File: config.mk
export PLATFORM = sky130hd
export DESIGN_NAME = apb_master_gen
export DESIGN_NICKNAME = d
export VERILOG_FILES = /design/src/rtl/apb_master_gen.sv
export SDC_FILE = /design/constraint.sdc
export NUM_CORES = 1
export LEC_CHECK = 0
export CAP_MARGIN = 25
export CORE_ASPECT_RATIO = 1.25
export CORE_MARGIN = 10
export CORE_UTILIZATION = 38
export DETAILED_ROUTE_END_ITERATION = 16
export PLACE_DENSITY = 0.78
export SLEW_MARGIN = 15
export SYNTH_ARGS = -nofsm -noshare
export SYNTH_HDL_FRONTEND = slang
export SYNTH_SLANG_ARGS = --single-unit
File: constraint.sdc
create_clock -name clk -period 1.66 [get_ports clk]
set_clock_uncertainty 0.2 [all_clocks]
set_input_delay 0.415 -clock clk [delete_from_list [all_inputs] [get_ports clk]]
set_output_delay 0.415 -clock clk [all_outputs]
set_load 0.03 [all_outputs]
File: src/rtl/apb_master_gen.sv
// APB4 master: bridges a valid/ready processor request onto a shared APB bus with
// NUM_SLAVES select lines. Supports strobes, PSLVERR, back-to-back, bad-select and timeout.
module apb_master_gen #(
  parameter int ADDR_W      = 8,
  parameter int DATA_W      = 8,
  parameter int NUM_SLAVES  = 2,
  parameter int SEL_W       = $clog2(NUM_SLAVES + 1),
  parameter int TIMEOUT_CYC = 16
) (
  input  logic                  clk,
  input  logic                  reset,
  input  logic                  req_valid,
  output logic                  req_ready,
  input  logic                  req_write,
  input  logic [SEL_W-1:0]      req_sel,
  input  logic [ADDR_W-1:0]     req_addr,
  input  logic [DATA_W-1:0]     req_wdata,
  input  logic [DATA_W/8-1:0]   req_strb,
  output logic                  rsp_valid,
  output logic [DATA_W-1:0]     rsp_rdata,
  output logic                  rsp_err,
  output logic                  rsp_timeout,
  output logic [NUM_SLAVES-1:0] psel,
  output logic                  penable,
  output logic                  pwrite,
  output logic [ADDR_W-1:0]     paddr,
  output logic [DATA_W-1:0]     pwdata,
  output logic [DATA_W/8-1:0]   pstrb,
  input  logic [DATA_W-1:0]     prdata,
  input  logic                  pready,
  input  logic                  pslverr
);

  localparam int STRB_W = DATA_W / 8;
  localparam int CNT_W  = (TIMEOUT_CYC > 1) ? $clog2(TIMEOUT_CYC) : 1;
  localparam logic TO_EN = (TIMEOUT_CYC > 0);
  localparam logic [CNT_W-1:0] CNT_MAX = TO_EN ? CNT_W'(TIMEOUT_CYC - 1) : {CNT_W{1'b0}};

  localparam logic [1:0] ST_IDLE   = 2'd0;
  localparam logic [1:0] ST_SETUP  = 2'd1;
  localparam logic [1:0] ST_ACCESS = 2'd2;
  localparam logic [1:0] ST_ERR    = 2'd3;

  logic [1:0]            state_r;
  logic [1:0]            state_nxt_s;
  logic [CNT_W-1:0]      cnt_r;
  logic                  done_s;
  logic                  abort_s;
  logic                  req_ready_s;
  logic                  accept_s;
  logic                  sel_ok_s;
  logic                  load_s;
  logic [NUM_SLAVES-1:0] sel_onehot_s;

  logic                  rsp_valid_r;
  logic [DATA_W-1:0]     rsp_rdata_r;
  logic                  rsp_err_r;
  logic                  rsp_timeout_r;
  logic [NUM_SLAVES-1:0] psel_r;
  logic                  penable_r;
  logic                  pwrite_r;
  logic [ADDR_W-1:0]     paddr_r;
  logic [DATA_W-1:0]     pwdata_r;
  logic [STRB_W-1:0]     pstrb_r;

  // Handshake decode: completion/abort detection, select validity and one-hot select.
  always_comb begin
    done_s      = (state_r == ST_ACCESS) && pready;
    abort_s     = (state_r == ST_ACCESS) && !pready && TO_EN && (cnt_r == CNT_MAX);
    req_ready_s = (state_r == ST_IDLE) || done_s;
    accept_s    = req_valid && req_ready_s;
    sel_ok_s    = (req_sel != {SEL_W{1'b0}}) && (req_sel <= SEL_W'(NUM_SLAVES));
    load_s      = accept_s && sel_ok_s;
    for (int i = 0; i < NUM_SLAVES; i++) begin
      sel_onehot_s[i] = (req_sel == SEL_W'(i + 1));
    end
  end

  // Next-state logic.
  always_comb begin
    state_nxt_s = state_r;
    case (state_r)
      ST_IDLE: begin
        if (accept_s) begin
          state_nxt_s = sel_ok_s ? ST_SETUP : ST_ERR;
        end else begin
          state_nxt_s = ST_IDLE;
        end
      end
      ST_SETUP: state_nxt_s = ST_ACCESS;
      ST_ACCESS: begin
        if (done_s) begin
          // Back-to-back: a request taken on the completing edge skips IDLE.
          if (accept_s) begin
            state_nxt_s = sel_ok_s ? ST_SETUP : ST_ERR;
          end else begin
            state_nxt_s = ST_IDLE;
          end
        end else if (abort_s) begin
          state_nxt_s = ST_IDLE;
        end else begin
          state_nxt_s = ST_ACCESS;
        end
      end
      ST_ERR:  state_nxt_s = ST_IDLE;
      default: state_nxt_s = ST_IDLE;
    endcase
  end

  // State, timeout counter, registered APB outputs and response.
  always_ff @(posedge clk) begin
    if (!reset) begin
      state_r       <= ST_IDLE;
      cnt_r         <= {CNT_W{1'b0}};
      rsp_valid_r   <= 1'b0;
      rsp_rdata_r   <= {DATA_W{1'b0}};
      rsp_err_r     <= 1'b0;
      rsp_timeout_r <= 1'b0;
      psel_r        <= {NUM_SLAVES{1'b0}};
      penable_r     <= 1'b0;
      pwrite_r      <= 1'b0;
      paddr_r       <= {ADDR_W{1'b0}};
      pwdata_r      <= {DATA_W{1'b0}};
      pstrb_r       <= {STRB_W{1'b0}};
    end else begin
      state_r       <= state_nxt_s;
      rsp_valid_r   <= 1'b0;
      rsp_err_r     <= 1'b0;
      rsp_timeout_r <= 1'b0;
      case (state_r)
        ST_SETUP: begin
          penable_r <= 1'b1;
          cnt_r     <= {CNT_W{1'b0}};
        end
        ST_ACCESS: begin
          if (done_s) begin
            rsp_valid_r <= 1'b1;
            rsp_err_r   <= pslverr;
            if (!pwrite_r) begin
              rsp_rdata_r <= prdata;
            end
            penable_r <= 1'b0;
            psel_r    <= {NUM_SLAVES{1'b0}};
            cnt_r     <= {CNT_W{1'b0}};
          end else if (abort_s) begin
            rsp_valid_r   <= 1'b1;
            rsp_err_r     <= 1'b1;
            rsp_timeout_r <= 1'b1;
            penable_r     <= 1'b0;
            psel_r        <= {NUM_SLAVES{1'b0}};
            cnt_r         <= {CNT_W{1'b0}};
          end else begin
            cnt_r <= cnt_r + CNT_W'(1);
          end
        end
        ST_ERR: begin
          rsp_valid_r <= 1'b1;
          rsp_err_r   <= 1'b1;
        end
        default: begin
        end
      endcase
      // APB address/data only move when a valid request is taken, so idle bus stays quiet.
      if (load_s) begin
        psel_r   <= sel_onehot_s;
        pwrite_r <= req_write;
        paddr_r  <= req_addr;
        pwdata_r <= req_wdata;
        pstrb_r  <= req_write ? req_strb : {STRB_W{1'b0}};
      end
    end
  end

  assign req_ready   = req_ready_s;
  assign rsp_valid   = rsp_valid_r;
  assign rsp_rdata   = rsp_rdata_r;
  assign rsp_err     = rsp_err_r;
  assign rsp_timeout = rsp_timeout_r;
  assign psel        = psel_r;
  assign penable     = penable_r;
  assign pwrite      = pwrite_r;
  assign paddr       = paddr_r;
  assign pwdata      = pwdata_r;
  assign pstrb       = pstrb_r;

endmodule
==> impl_metrics.json, run 1 <==
{
  "r2r-start": "state_r[0]",
  "gp_congestion": 0.8332,
  "cts_tree": "done",
  "syn_inst": 188,
  "track_usage_pct": 13.95,
  "die_h_um": 92.95,
  "cts-buffers-inserted": 5,
  "avgRoutedWirePerCell_um": 15.38,
  "fin_cells": 333,
  "core-area_sq_mm": 0.004099,
  "setup_ws_ns": -0.1672,
  "grt_pass1_vias": 1706,
  "synthesis.nets": 229,
  "r2r-end": "pwrite",
  "rsz0062_at_grt": "true",
  "drive_gt1_share_pct": 31.05,
  "setup.worst_path.start_class": "flip-flop",
  "total_power_w": 0.002222,
  "drtAntennaViolNets": 0,
  "drtIter0Drc": 77,
  "cp_max_fo": 3,
  "area_growth_pct": 73.55,
  "max-slew-margin-rel_pct": 78.75,
  "synthAdderAreaFrac_pct": 6.187,
  "grt_max_degree": 17,
  "yosysSeqAreaShare_pct": 47.02,
  "initial_utilization_pct": 39.47,
  "post-route-period-util_pct": 110.1,
  "synth.avg_cell_area_sq_um": 8.605,
  "clkLatencyLatePin_ns": 0.29,
  "clkTransAtPathRegs_ns": 0.07,
  "min_period_ns": 1.827,
  "synth_edf_count": 0,
  "synth_xor_xnor_area_share_pct": 0,
  "status": "finished with violations",
  "final_nets": 319,
  "synthMuxAreaShare_pct": 1.237,
  "rr_worst_depth": 9,
  "hpwl_um": 3376,
  "maxSlewViolCount": 0,
  "dp_cells": 316,
  "end_kind": "primary output",
  "min_from": "paddr[1]",
  "r2r_slack_ns": -0.06,
  "fmax_mhz": 547.3,
  "max_cap_violations": 0,
  "die_w_um": 78.36,
  "path_class": "reg2out",
  "synthFlopType": "dfxtp_1",
  "rows": 26,
  "clkSinkCount": 38,
  "p_leak_nw": 1.167,
  "grt_pass1_wl_um": 8224,
  "hold_depth": 2,
  "num_io_pins": 66,
  "vias": 1610,
  "antenna-diode-count": 0,
  "firstDrtPassIters": 4,
  "htreeDepth": 2,
  "synth_top_family_by_area": "simple AND/OR/NAND/NOR gates",
  "p_per_area_mw_per_mm2": 791.5,
  "yosys.area_share.simple_pct": 23.98,
  "dp_slack_ns": -0.5745,
  "synthArstFlopShare_pct": 0,
  "ys_warn_count": 0,
  "grt-ovfl-total": 0,
  "cp.arrival_ns": 1.21,
  "worst_pin_slew_ns": 0.3199,
  "hold_path_end": "paddr[1]",
  "cts_hold_buf": 0,
  "portBuffers": 65,
  "root_buffer": "clkbuf_8",
  "min-delay-path-class": "reg2reg",
  "grt_busiest_layer": "met2",
  "met2_usage_pct": 25.21,
  "fin_setup_tns_ns": -0.8011,
  "finalHoldViolations": 0,
  "vdd_ir_drop_max_mv": 0.4860,
  "violations": "negative setup slack",
  "clock_path_buffers": 2,
  "syn-cell-area_sq_mm": 0.001618,
  "postSynthRegisterBits": 38,
  "synth-compound-area-share_pct": 17.01,
  "crit_required_ns": 1.04,
  "avgViaCountPerCell": 4.835,
  "synth_cell_type_count": 26,
  "wirelength_um": 5120,
  "antenna_found_initial": 0,
  "grt.met3_usage_pct": 4.255,
  "setup_violations": 17,
  "die_area_sq_mm": 0.007284,
  "use_met1_pct": 14.39,
  "drcViolationCount": 0
}
==> flip-flops by register name, indices dropped and copies added, names as in the netlist <==
register	flops
state_r	2
cnt_r	4
rsp_rdata	8
rsp_err	1
pstrb	1
pwdata	8
rsp_valid	1
psel	2
rsp_timeout	1
penable	1
paddr	8
pwrite	1
==> cell usage after synthesis (2+ instances only) <==
| library cell | instances | area share [%] |
|---|---|---|
| a21boi_0 | 11 | 5.1 |
| a21boi_1 | 20 | 9.3 |
| and3_1 | 3 | 1.2 |
| buf_2 | 2 | 0.62 |
| buf_6 | 2 | 1.4 |
| clkbuf_1 | 5 | 1.2 |
| dfxtp_1 | 38 | 47 |
| ha_1 | 8 | 6.2 |
| inv_1 | 6 | 1.4 |
| mux2i_1 | 2 | 1.2 |
| nand2_1 | 63 | 15 |
| nand2b_1 | 2 | 0.77 |
| nand3_1 | 6 | 1.9 |
| nor2_1 | 2 | 0.46 |
| nor2b_1 | 3 | 1.2 |
| nor3_1 | 2 | 0.62 |
| o21ai_0 | 4 | 1.2 |
==> power breakdown <==
group / internal, W / switching [W]
registers: 0.000957 / 0.0000304
clock network: 0.000320 / 0.000302
logic: 0.000307 / 0.000306
total: 0.00158 / 0.000638
==> cell type report <==
class	count	area, sq um
clock buffer	6	82.58
inverter	6	25.02
multi-input combinational	138	988.4
sequential	38	767.0
tap	56	70.07
timing repair buffer	89	874.6
fill	310	1291
==> timing repair <==
item                       in CTS  in global routing
gates cloned                    5                  1
resized for setup              51                 72
hold endpoints to repair        0                  0
pin swaps                       9                 24
setup endpoints to repair      56                 55
buffers inserted                6                  3
==> worst max-delay path by stage <==
stage | startpoint | cells after the start | slack, ns | to
after floorplan | state_r[0] | 7 | 0.003 | psel[0]
after global placement | req_sel[0] | 6 | -0.55 | psel[0]
after detailed placement | req_sel[0] | 6 | -0.57 | psel[1]
after CTS | state_r[0] | 5 | -0.15 | req_ready
after global routing | state_r[0] | 5 | -0.23 | req_ready
final | state_r[0] | 5 | -0.17 | req_ready
==> per-stage QoR <==
stage               instance area, sq um  utilization (%)  hold slack, ns
floorplan                           1633                -          0.2578
global placement                    2467            60.20          0.2380
detailed placement                  2467            60.20          0.2430
CTS                                 2706            66.03          0.2513
global route                        2808            68.50          0.2775
finish                              2808            68.50          0.2531
==> routing by layer <==
layer / vias to the layer above / part of all wire (%)
li1: 801 / -
met1: 743 / 37
met2: 54 / 55
met3: 12 / 6.5
met4: 0 / 2.1
met5: - / 0
==> cells in the final DEF (no fill, tap or decap), drive strengths merged <==
cell,n
nand2,63
nand3,6
o31a,1
clkdlybuf4s15,15
nor3b,1
nor2,2
buf,31
nor2b,3
nand2b,2
nor3,2
nand3b,1
or3b,4
clkdlybuf4s50,29
mux2i,2
a21boi,31
dfxtp,38
a21oi,2
and3,3
ha,8
o21ai,4
clkbuf,15
nand4b,1
or2,1
inv,6
and2b,1
dlygate4sd2,5
==> cell families after synthesis <==
group / count (synthesis)
AO/OA/AOI/OAI: 38
AND/OR/NAND/NOR: 87
buffers and inverters: 15
flip-flops: 38
adder cells (fa/ha/maj): 8
multiplexers: 2
==> critical path: stages, from the launching register on <==
cell	delay (ns)
dfxtp_2	0.36
inv_4	0.06
ha_4	0.16
a21oi_4	0.15
inv_2	0.05
buf_6	0.13
Power figures use the tool's default switching activity.
==> inputs of run 2 (changes only) <==
--- a/config.mk
+++ b/config.mk
@@ -5,7 +5,6 @@
 export SDC_FILE = /design/constraint.sdc
 export NUM_CORES = 1
 export LEC_CHECK = 0
-export CAP_MARGIN = 25
 export CORE_ASPECT_RATIO = 1.25
 export CORE_MARGIN = 10
 export CORE_UTILIZATION = 38
==> results of run 2 <==
Final layout, timing and power as in run 1 (identical DEF).
==> inputs of run 3 (changes only) <==
--- a/config.mk
+++ b/config.mk
@@ -10,7 +10,6 @@
 export CORE_UTILIZATION = 38
 export DETAILED_ROUTE_END_ITERATION = 16
 export PLACE_DENSITY = 0.78
-export SLEW_MARGIN = 15
 export SYNTH_ARGS = -nofsm -noshare
 export SYNTH_HDL_FRONTEND = slang
 export SYNTH_SLANG_ARGS = --single-unit
==> results of run 3 <==
Final layout, timing and power as in run 1 (identical DEF).
